**src/rtl/cs_pkg.sv**
```systemverilog
// Shared widths and FSM state encoding for the CS output buffer.
// Y_W is derived from the CS input width plus two bits of result growth.
package cs_pkg;
  localparam int X_W   = 8;
  localparam int Y_W   = X_W + 2;
  localparam int CNT_W = 16;

  typedef enum logic [1:0] {
    ST_WARMUP = 2'd0,
    ST_STREAM = 2'd1,
    ST_DONE   = 2'd2
  } cs_state_t;
endpackage

```
**src/rtl/cs_fifo.sv**
```systemverilog
// Synchronous DEPTH x Y_W FIFO. The pointers carry one extra wrap bit so
// that full and empty can be told apart.
module cs_fifo
  import cs_pkg::*;
#(
  parameter int DEPTH = 16,
  localparam int AW = $clog2(DEPTH)
) (
  input  logic           clk,
  input  logic           reset,
  input  logic           push,
  input  logic           pop,
  input  logic [Y_W-1:0] wdata,
  output logic [Y_W-1:0] rdata,
  output logic           full,
  output logic           empty,
  output logic [AW:0]    count
);
  logic [Y_W-1:0] mem [DEPTH];
  logic [AW:0]    wptr;
  logic [AW:0]    rptr;
  logic           do_push;
  logic           do_pop;

  assign empty = (wptr == rptr);
  assign full  = (wptr[AW] != rptr[AW]) && (wptr[AW-1:0] == rptr[AW-1:0]);
  assign count = wptr - rptr;

  // A push into a full FIFO is legal only when the head leaves on the same edge.
  assign do_pop  = pop && !empty;
  assign do_push = push && (!full || do_pop);

  // The head reads as zero while nothing is stored, so reset shows a clean zero.
  assign rdata = empty ? '0 : mem[rptr[AW-1:0]];

  always_ff @(posedge clk or negedge reset) begin
    if (!reset) begin
      wptr <= '0;
      rptr <= '0;
    end else begin
      if (do_push) wptr <= wptr + 1'b1;
      if (do_pop)  rptr <= rptr + 1'b1;
    end
  end

  always_ff @(posedge clk) begin
    if (do_push) mem[wptr[AW-1:0]] <= wdata;
  end
endmodule

```
**src/rtl/cs_out_buf.sv**
```systemverilog
// Output buffer for CS results: discards the warm-up words, then captures one Y
// per cycle into a FIFO for a valid/ready consumer until N_OUT attempts are made.
module cs_out_buf
  import cs_pkg::*;
#(
  parameter int WARMUP = 9,
  parameter int DEPTH  = 16,
  parameter int N_OUT  = 1992
) (
  input  logic             clk,
  input  logic             reset,
  input  logic [Y_W-1:0]   Y,
  output logic [Y_W-1:0]   out_data,
  output logic             out_valid,
  input  logic             out_ready,
  output logic             overflow,
  output logic [CNT_W-1:0] drop_cnt,
  output logic             done,
  output logic [1:0]       state_dbg
);
  localparam int AW = $clog2(DEPTH);

  // Handshake: a word moves on a rising edge where out_valid and out_ready are
  // both 1; out_data/out_valid hold while stalled and out_ready alone does nothing.
  cs_state_t        state;
  logic [CNT_W-1:0] wu_cnt;
  logic [CNT_W-1:0] att_cnt;
  logic             fifo_full;
  logic             fifo_empty;
  logic [AW:0]      fifo_count;
  logic [AW:0]      count_next;
  logic             attempt;
  logic             pop;
  logic             push;
  logic             drop;
  logic             last_attempt;

  assign attempt      = (state == ST_STREAM);
  assign pop          = out_ready && !fifo_empty;
  assign push         = attempt && (!fifo_full || pop);
  assign drop         = attempt && fifo_full && !pop;
  assign last_attempt = attempt && (att_cnt == CNT_W'(N_OUT - 1));
  assign count_next   = fifo_count + {{AW{1'b0}}, push} - {{AW{1'b0}}, pop};

  assign out_valid = !fifo_empty;
  assign state_dbg = state;

  cs_fifo #(.DEPTH(DEPTH)) u_fifo (
    .clk   (clk),
    .reset (reset),
    .push  (push),
    .pop   (pop),
    .wdata (Y),
    .rdata (out_data),
    .full  (fifo_full),
    .empty (fifo_empty),
    .count (fifo_count)
  );

  always_ff @(posedge clk or negedge reset) begin
    if (!reset) begin
      state    <= ST_WARMUP;
      wu_cnt   <= '0;
      att_cnt  <= '0;
      overflow <= 1'b0;
      drop_cnt <= '0;
      done     <= 1'b0;
    end else begin
      case (state)
        ST_WARMUP: begin
          if (wu_cnt == CNT_W'(WARMUP - 1)) state <= ST_STREAM;
          else                              wu_cnt <= wu_cnt + 1'b1;
        end
        ST_STREAM: begin
          if (last_attempt) state   <= ST_DONE;
          else              att_cnt <= att_cnt + 1'b1;
        end
        ST_DONE: ;
        default: state <= ST_WARMUP;
      endcase

      if (drop) begin
        overflow <= 1'b1;
        if (drop_cnt != {CNT_W{1'b1}}) drop_cnt <= drop_cnt + 1'b1;
      end

      // done looks ahead at this edge's FIFO movement so it rises with the last pop.
      done <= ((state == ST_DONE) || last_attempt) && (count_next == '0);
    end
  end
endmodule

```
**config.mk**
```make
export PLATFORM = sky130hd
export DESIGN_NAME = cs_out_buf
export DESIGN_NICKNAME = d
export VERILOG_FILES = /design/src/rtl/cs_pkg.sv /design/src/rtl/cs_fifo.sv /design/src/rtl/cs_out_buf.sv
export SDC_FILE = /design/constraint.sdc
export NUM_CORES = 1
export LEC_CHECK = 0
export BUFFER_PORTS_ARGS = -buffer_cell sky130_fd_sc_hd__buf_2
export CORE_ASPECT_RATIO = 0.7
export CORE_MARGIN = 1.5
export CORE_UTILIZATION = 35
export DETAILED_ROUTE_END_ITERATION = 8
export GPL_TIMING_DRIVEN = 1
export HOLD_SLACK_MARGIN = 0.02
export PLACE_DENSITY = 0.48
export SLEW_MARGIN = 10
export SYNTH_ARGS = -nofsm -noshare
export SYNTH_HDL_FRONTEND = slang
export SYNTH_SLANG_ARGS = --single-unit
```
**constraint.sdc**
```tcl
create_clock -name clk -period 6.2 [get_ports clk]
set_input_delay 0.31 -clock clk [delete_from_list [all_inputs] [get_ports clk]]
set_output_delay 0.31 -clock clk [all_outputs]
set_load 0.01 [all_outputs]
```
==> results by group, run 1 <==
STA
  • Setup ws final: 2030 ps
  • Worst Skew: 14.4 ps
  • Summed negative setup slack over all endpoints: 0 ps
  • Setup Viol. Count Final: 0
  • Fmax: 240 MHz
  • Transition time at the pin with the least slew margin: 1010 ps
  • Fin crit period: between 4000 and 5000 ps
  • Final hold violation count: 0
  • Portion of the clock cycle consumed by the worst path in the final layout: 0.673
  • Max_slew headroom: 0.324
  • Setup repair after global routing missed its margin: false
  • Pins over their slew limit: 0

Power
  • Combinational share of power: 0.312
  • Static leakage: 3.85 nW
  • Pint: 3.29 mW
  • Net switching power: 1.53 mW
  • Power per Cell Area: 451 mW/mm²
  • Net switching share of the total power: 0.317
  • Seq pwr share: 0.402
  • Highest ir drop seen on vdd: about 0.00022 V
  • Share of power burned in the clock network: 0.286

Drt
  • Detailed Route WL: 20200 µm
  • Detail Route Antenna Nets: 0
  • Ratio of routed vias to standard cells: 5.02
  • Total via count in the routed design: 4987
  • Residual DRC: 0
  • Wire length per cell after detailed routing: approximately 20 µm
  • Number of search-and-repair iterations in the first detailed-routing pass: 5
  • Violation count after the first detailed-routing iteration: 338

Clock tree
  • Number of clock buffers inserted by TritonCTS: 24
  • Clock transition at the register clock pins on the worst setup and hold paths after CTS: 60 ps
  • Clock Sink Count: 222
  • CTS-repair resized insts: 0
  • Clock tree from TritonCTS: done
  • Maximum buffer depth of the clock tree: 3
  • Maximum level of the CTS H-tree: 1
  • Clk_lat worst skew: just over 500 ps
  • Clk Tree Root Cell: sky130_fd_sc_hd__clkbuf_16

Worst setup path
  • Buf+Inv Stages, Crit Path: 3
  • Series of cell instances along the critical path: buf_4, xor2_1, nor4_2, buf_4, nor2b_1, inv_1, fa_1, fa_1, ha_1, fa_1, xor2_1, nor4_1, and3_1
  • Slowest stage cell, crit path: sky130_fd_sc_hd__buf_4
  • Category of the worst setup path capture point: flip-flop
  • Arrival time of data at the critical path endpoint: 4620 ps
  • Kind of critical path: reg -> reg
  • Worst path required time: 6640 ps
  • Dominant delay contributor by cell family on the critical path: adder cells
  • Peak per-stage delay on the critical path: 550 ps
  • Cell repeated most along the worst path: sky130_fd_sc_hd__fa_1
  • Startpoint types: flip-flop
  • Max Fanout on Critical Path: 44

Flow run
  • Number of max-cap violations: 0

Floorplanning
  • Effective utilization at floorplan: 0.359
  • Die span in x: around 200 µm
  • Floorplan row count: 49
  • Floorplan core area: roughly 0.026 mm²
  • Die footprint: 0.0275 mm²
  • Vertical extent of the die: 139 µm
  • Count of pins on the block boundary: 44

Cells and area
  • Diode count: 0
  • Share of cells above drive strength 1: 0.206
  • Area growth from synthesis to final layout: 15.2%
  • Final design utilization: 0.413
  • Number of nets in the finished design: 650

Global routing
  • Pin count of the biggest net entering global routing: 63
  • Number of antenna violations at the first check in global routing: 0
  • Overall routing resource usage: 0.153
  • Total global routing overflow: 0
  • Global-route wire length before repair: 31500 µm
  • Number of global-route vias before repair: 5121

Yosys
  • Gate Count Post-Synth: 559
  • Number of different library cells in the post-synthesis netlist: 42
  • Number of warnings issued by yosys: 0
  • Synthesized area per cell: 16.6 µm²
  • Number of flip-flops and latches in the synthesized netlist: around 220
  • Post-synthesis instance area: approximately 0.0093 mm²
  • Net count of the mapped netlist: 591
  • Sequential cell area fraction in the yosys report: 0.685

Placement
  • Worst setup slack after placement: 2010 ps
  • Total of buffers placed on input and output ports: 43
  • Detailed-placement wirelength estimate: 12600 µm
  • Final RePlAce weighted congestion: 0.821

Worst hold path
  • Type of the tightest min-delay check: in -> reg

Status
  • Run status: completed
[per-stage QoR]
stage | cell area [µm²] | std cells | power, mW | hold slack (ps)
3_5_place_dp | 9920 | 948 | 3.50 | 448
3_3_place_gp | 9920 | 948 | 3.49 | 446
5_1_grt | 10700 | 993 | 5.11 | 187
4_1_cts | 10700 | 993 | 4.90 | 170
2_1_floorplan | 9280 | 559 | 2.98 | 14.4
6_report | 10700 | 993 | 4.82 | 182
[path summary, 6_finish.rpt]
| kind | depth (start not counted) | end | start | slack [ps] |
|---|---|---|---|---|
| max in group asynchronous | 3 | u_fifo.rptr[1]$_DFFE_PN0P_ | reset | 5090 |
| hold reg to reg | 1 | overflow$_DFFE_PN0P_ | overflow$_DFFE_PN0P_ | 460 |
| setup / recovery | 13 | done$_DFF_PN0_ | u_fifo.rptr[1]$_DFFE_PN0P_ | 2030 |
| min in group asynchronous | 3 | wu_cnt[9]$_DFFE_PN0P_ | reset | 500 |
| hold / removal | 1 | u_fifo.mem[1][1]$_DFFE_PP_ | Y[1] | 180 |
| setup reg to reg | 13 | done$_DFF_PN0_ | u_fifo.rptr[1]$_DFFE_PN0P_ | 2030 |
[flip-flops by register name, indices dropped and copies added (netlist names), 2 cells and up]
register / flops
u_fifo.wptr: 5
u_fifo.mem: 160
drop_cnt: 16
att_cnt: 16
wu_cnt: 16
state_dbg: 2
u_fifo.rptr: 5
[power by group through the flow]
stage	clock (mW)	sequential (mW)	combinational [mW]
after floorplan	0	1.94	1.03
after global placement	0	1.96	1.53
after detailed placement	0	1.97	1.53
after CTS	1.42	1.94	1.54
after global routing	1.48	1.96	1.67
final	1.38	1.94	1.51
[layout make-up]
type	count	area [µm²]
multi-input cells	304	2790
clock inverters	13	110
fillers	2382	15200
flip-flops and latches	222	6360
repair buffers	50	270
clock buffers	31	648
inverters	16	60.1
well taps	357	447
[timing repair]
item                      CTS  global route
hold buffers                1             0
hold endpoints to repair   29             0
buffers inserted            0             0
[cell usage after synthesis, drive strengths merged]
master / instances / area [µm²]
clkbuf: 10 / 37.5
and2: 20 / 128
and3: 5 / 31.3
and4: 1 / 8.76
a21o: 1 / 7.51
nor4: 14 / 87.6
nor2b: 4 / 25.0
o31ai: 1 / 7.51
xor2: 18 / 158
nand3: 25 / 125
nor2: 16 / 60.1
or2: 1 / 6.26
edfxtp: 160 / 4800
a211oi: 1 / 7.51
a22oi: 20 / 150
nor4b: 3 / 41.3
o41ai: 1 / 16.3
mux2: 1 / 11.3
buf: 7 / 40.0
a21oi: 11 / 55.1
nor3: 4 / 20.0
o21ai: 5 / 25.0
nand4: 14 / 87.6
inv: 16 / 60.1
mux4: 40 / 901
nand3b: 1 / 7.51
xnor2: 41 / 359
or4: 3 / 30.0
ha: 16 / 200
nand2: 28 / 105
dfrtp: 62 / 1550
fa: 3 / 60.1
nor3b: 1 / 18.8
a2111oi: 2 / 25.0
nand2b: 3 / 18.8
[layout by cell type (no fill, tap or decap), types with 2 or more instances in the layout]
cell,n
sky130_fd_sc_hd__edfxtp_1,160
sky130_fd_sc_hd__dfrtp_1,60
sky130_fd_sc_hd__buf_2,43
sky130_fd_sc_hd__xnor2_1,41
sky130_fd_sc_hd__mux4_2,40
sky130_fd_sc_hd__nand2_1,28
sky130_fd_sc_hd__nand3_1,25
sky130_fd_sc_hd__clkbuf_16,25
sky130_fd_sc_hd__a22oi_1,20
sky130_fd_sc_hd__and2_1,19
sky130_fd_sc_hd__xor2_1,18
sky130_fd_sc_hd__inv_1,16
sky130_fd_sc_hd__nor2_1,16
sky130_fd_sc_hd__ha_1,16
sky130_fd_sc_hd__nand4_1,14
sky130_fd_sc_hd__nor4_1,13
sky130_fd_sc_hd__a21oi_1,11
sky130_fd_sc_hd__clkbuf_1,6
sky130_fd_sc_hd__clkinv_1,6
sky130_fd_sc_hd__buf_4,6
sky130_fd_sc_hd__and3_1,5
sky130_fd_sc_hd__nor2b_1,4
sky130_fd_sc_hd__nor3_1,4
sky130_fd_sc_hd__clkinv_2,4
sky130_fd_sc_hd__nand2b_1,3
sky130_fd_sc_hd__o21ai_0,3
sky130_fd_sc_hd__fa_1,3
sky130_fd_sc_hd__or4_4,2
sky130_fd_sc_hd__o21ai_1,2
sky130_fd_sc_hd__nor4b_1,2
sky130_fd_sc_hd__bufinv_16,2
sky130_fd_sc_hd__dfrtp_2,2
[metal layers]
| layer | GRT usage | up-vias | part of all wire |
|---|---|---|---|
| met5 | 0 | - | 0 |
| li1 | - | 2265 | - |
| met2 | 0.226 | 98 | 0.44 |
| met1 | 0.237 | 2599 | 0.50 |
| met3 | 0.0235 | 25 | 0.041 |
| met4 | 0.0366 | 0 | 0.018 |
[cells by family after synthesis]
family	Yosys count	synth area share
adder cells (fa/ha/maj)	19	0.0281
AO/OA/AOI/OAI	42	0.0317
multiplexers	41	0.0983
buffers and inverters	33	0.0148
AND/OR/NAND/NOR	143	0.0863
XOR/XNOR	59	0.0557
flip-flops	222	0.685
Note: power is estimated with default switching activity, not from simulation.
==> run 2: changes to the inputs <==
--- a/config.mk
+++ b/config.mk
@@ -5,6 +5,7 @@
 export SDC_FILE = /design/constraint.sdc
 export NUM_CORES = 1
 export LEC_CHECK = 0
+export ABC_AREA = 1
 export BUFFER_PORTS_ARGS = -buffer_cell sky130_fd_sc_hd__buf_2
 export CORE_ASPECT_RATIO = 0.7
 export CORE_MARGIN = 1.5
==> constraint.sdc (replaced) <==
create_clock -name clk -period 4.3 [get_ports clk]
set_input_delay 0.215 -clock clk [delete_from_list [all_inputs] [get_ports clk]]
set_output_delay 0.215 -clock clk [all_outputs]
set_load 0.01 [all_outputs]
==> results by group, run 2 <==
Power
  • Net switching power: 2.82 mW
  • Seq pwr share: 0.379
  • Static leakage: 5.61 nW
  • Highest ir drop seen on vdd: between 0.0004 and 0.0005 V
  • Power per Cell Area: 595 mW/mm²
  • Pint: 4.58 mW
  • Net switching share of the total power: 0.381
  • Share of power burned in the clock network: 0.268
  • Combinational share of power: 0.353

Worst setup path
  • Peak per-stage delay on the critical path: 460 ps
  • FF-to-FF path depth: 15
  • Startpoint types: flip-flop
  • Slowest stage cell, crit path: sky130_fd_sc_hd__dfrtp_1
  • Critical Path End: done$_DFF_PN0_
  • Cell repeated most along the worst path: sky130_fd_sc_hd__fa_1
  • Beginning of the worst register-to-register path: u_fifo.wptr[2]$_DFFE_PN0P_
  • Beginning of the critical path: u_fifo.wptr[2]$_DFFE_PN0P_
  • R2R Setup Slk: 530 ps
  • Worst path required time: 4760 ps
  • Category of the worst setup path capture point: flip-flop
  • Max Fanout on Critical Path: 10
  • Arrival time of data at the critical path endpoint: 4230 ps
  • Kind of critical path: reg -> reg
  • Capture instance of the worst register-to-register path: done$_DFF_PN0_
  • Series of cell instances along the critical path: inv_1, ha_1, nand2_1, a21oi_1, nand3_2, nor2_8, nor2_8, fa_1, fa_1, ha_1, fa_1, xor2_1, nor3_1, nand3_1, nor2_1

Global routing
  • Pin count of the biggest net entering global routing: 82
  • Overall routing resource usage: 0.162
  • Global-route wire length before repair: approximately 42000 µm
  • Number of global-route vias before repair: 7664
  • Total global routing overflow: 0
  • Number of antenna violations at the first check in global routing: 2

Drt
  • Number of search-and-repair iterations in the first detailed-routing pass: 5
  • Total via count in the routed design: 7888
  • Violation count after the first detailed-routing iteration: 546
  • Detail Route Antenna Nets: 0
  • Ratio of routed vias to standard cells: ~4.6
  • Detailed Route WL: 26000 µm
  • Wire length per cell after detailed routing: 15.0 µm
  • Residual DRC: 0

Cells and area
  • Commonest cells after routing, fill and taps aside: sky130_fd_sc_hd__nand2_1, sky130_fd_sc_hd__edfxtp_1, sky130_fd_sc_hd__inv_1, sky130_fd_sc_hd__nand3_1, sky130_fd_sc_hd__nor2_1
  • Most frequent standard cell in the layout excluding fill and tap cells: sky130_fd_sc_hd__nand2_1
  • Number of flip-flops under the largest register name: 160
  • Layout fillers: about 3100
  • Diode count: 0
  • Share of cells above drive strength 1: 0.0922
  • Sequential cell area: 0.00636 mm²
  • Multi-input gate area: 0.00391 mm²
  • Number of nets in the finished design: 1326
  • Post-route standard cell area excluding fillers: 0.0124 mm²
  • Area growth from synthesis to final layout: 12.1%

Placement
  • Total of buffers placed on input and output ports: 43
  • Worst setup slack after placement: 540 ps
  • Cell area reported after detailed placement: 0.0117 mm²
  • Final RePlAce weighted congestion: 0.816
  • Detailed-placement wirelength estimate: 16600 µm

Yosys
  • Synth area leaders: sky130_fd_sc_hd__edfxtp_1, sky130_fd_sc_hd__nand2_1, sky130_fd_sc_hd__dfrtp_1, sky130_fd_sc_hd__nand3_1, sky130_fd_sc_hd__inv_1
  • Number of flip-flops and latches in the synthesized netlist: between 200 and 250
  • Dominant cell type by area after synthesis: sky130_fd_sc_hd__edfxtp_1
  • Most used flip-flop cell after synthesis: sky130_fd_sc_hd__edfxtp_1
  • Count of flip-flops with a built-in enable after synthesis: 160
  • Proportion of synthesized flip-flops having asynchronous set or reset: 0.279
  • Portion of synthesized cell area occupied by the leading cell type: 0.433
  • Ranking of synthesized cells by instance count: sky130_fd_sc_hd__nand2_1, sky130_fd_sc_hd__edfxtp_1, sky130_fd_sc_hd__inv_1
  • Post-synthesis instance area: 0.0111 mm²
  • Gate Count Post-Synth: 1258
  • Net count of the mapped netlist: 1290
  • Sequential cell area fraction in the yosys report: 0.573
  • Synthesized area per cell: 8.82 µm²
  • Number of warnings issued by yosys: 0
  • Leading cell type by number of instances after synthesis: sky130_fd_sc_hd__nand2_1
  • Number of different library cells in the post-synthesis netlist: 30

Floorplanning
  • Effective utilization at floorplan: 0.356
  • Die footprint: 0.0328 mm²
  • Floorplan core area: 0.0311 mm²
  • Count of pins on the block boundary: 44
  • Floorplan row count: 54
  • Die span in x: 216 µm
  • Vertical extent of the die: 152 µm

STA
  • Final hold violation count: 0
  • Transition time at the pin with the least slew margin: between 1000 and 1500 ps
  • Portion of the clock cycle consumed by the worst path in the final layout: 0.877
  • Summed negative setup slack over all endpoints: 0 ps
  • Fin crit period: 3770 ps
  • Max_slew headroom: 0.275
  • Pins over their slew limit: 0
  • Setup ws final: 531 ps
  • Worst Skew: 11.6 ps
  • Setup repair after global routing missed its margin: false
  • Setup Viol. Count Final: 0
  • Fmax: about 270 MHz

Clock tree
  • Maximum level of the CTS H-tree: 1
  • Clock Sink Count: 222
  • Clk_lat worst skew: 530 ps
  • Clock transition at the register clock pins on the worst setup and hold paths after CTS: 60 ps
  • Clk Tree Root Cell: sky130_fd_sc_hd__clkbuf_16
  • Maximum buffer depth of the clock tree: 3
  • CTS-repair resized insts: 0
  • Clock tree from TritonCTS: done
  • Number of clock buffers inserted by TritonCTS: 24

Worst hold path
  • Type of the tightest min-delay check: in -> reg

Status
  • Run status: completed

Flow run
  • Number of max-cap violations: 0
==> run 2: cell types whose count changed after synthesis, sizes merged, moves of 26 or more <==
cell,change
buf,+26
inv,+145
mux4,-40
nand2,+480
nand3,+103
nor2,+68
==> run 2: per-layer routing <==
metal | track usage | wire length [µm]
met1 | 0.238 | 13700
met2 | 0.248 | 11000
met3 | 0.0328 | 1030
met4 | 0.0276 | 371
met5 | 0 | 31
==> run 2: kinds of logic after synthesis <==
family          Yosys count  share of synthesized area
compound gates           26                     0.0127
simple gates            744                      0.283
buf+inv                 205                     0.0743
xor+xnor                 42                     0.0332
fa+ha+maj                19                     0.0235
flops                   222                      0.573
==> run 2: stage by stage <==
stage | power (mW) | util | instances | hold WS, ps
2_1_floorplan | 4.69 | - | 1258 | -80.6
3_3_place_gp | 5.49 | 0.375 | 1687 | 322
3_5_place_dp | 5.50 | 0.375 | 1687 | 321
4_1_cts | 7.52 | 0.399 | 1732 | 66.8
5_1_grt | 7.94 | 0.399 | 1732 | 71.6
6_report | 7.40 | 0.399 | 1732 | 82.1
==> run 2: final cells by class <==
cell class | instances | area share
Sequential cell | 222 | 0.511
Multi-Input combinational cell | 831 | 0.315
Clock buffer | 30 | 0.0509
Inverter | 161 | 0.0486
Tap cell | 420 | 0.0423
Timing Repair Buffer | 54 | 0.0241
Clock inverter | 14 | 0.00815
==> run 2: how the worst min path moves through the flow <==
stage	cells after the start	to	slack, ps	from
floorplan	0	att_cnt[0]$_DFFE_PN0P_	-80	reset
global placement	1	att_cnt[5]$_DFFE_PN0P_	320	reset
detailed placement	1	att_cnt[5]$_DFFE_PN0P_	320	reset
CTS	3	u_fifo.rptr[2]$_DFFE_PN0P_	70	out_ready
global route	1	u_fifo.mem[8][1]$_DFFE_PP_	70	Y[1]
finish	1	u_fifo.mem[8][1]$_DFFE_PP_	80	Y[1]
==> run 2: power by group through the flow <==
stage	clock network [mW]	registers [mW]	logic, mW
6_report	1.98	2.81	2.61
5_1_grt	2.12	2.84	2.98
4_1_cts	2.04	2.81	2.67
3_5_place_dp	0	2.85	2.65
3_3_place_gp	0	2.84	2.65
2_1_floorplan	0	2.79	1.90
==> run 2: worst max-delay path, delay by kind of cell (launching register included) <==
kind,cells,cell delay (ps)
buffers and inverters,1,120
xor gates and xnor gates,1,150
and+or+nand+nor,7,960
DFF,1,460
AOI/OAI and AO/OA,1,150
adders and majority gates,5,1860
==> run 2: timing repair <==
| action | in CTS | in global routing |
|---|---|---|
| buffers inserted | 0 | 0 |
| hold buffers | 1 | 0 |
| hold endpoints to repair | 28 | 0 |
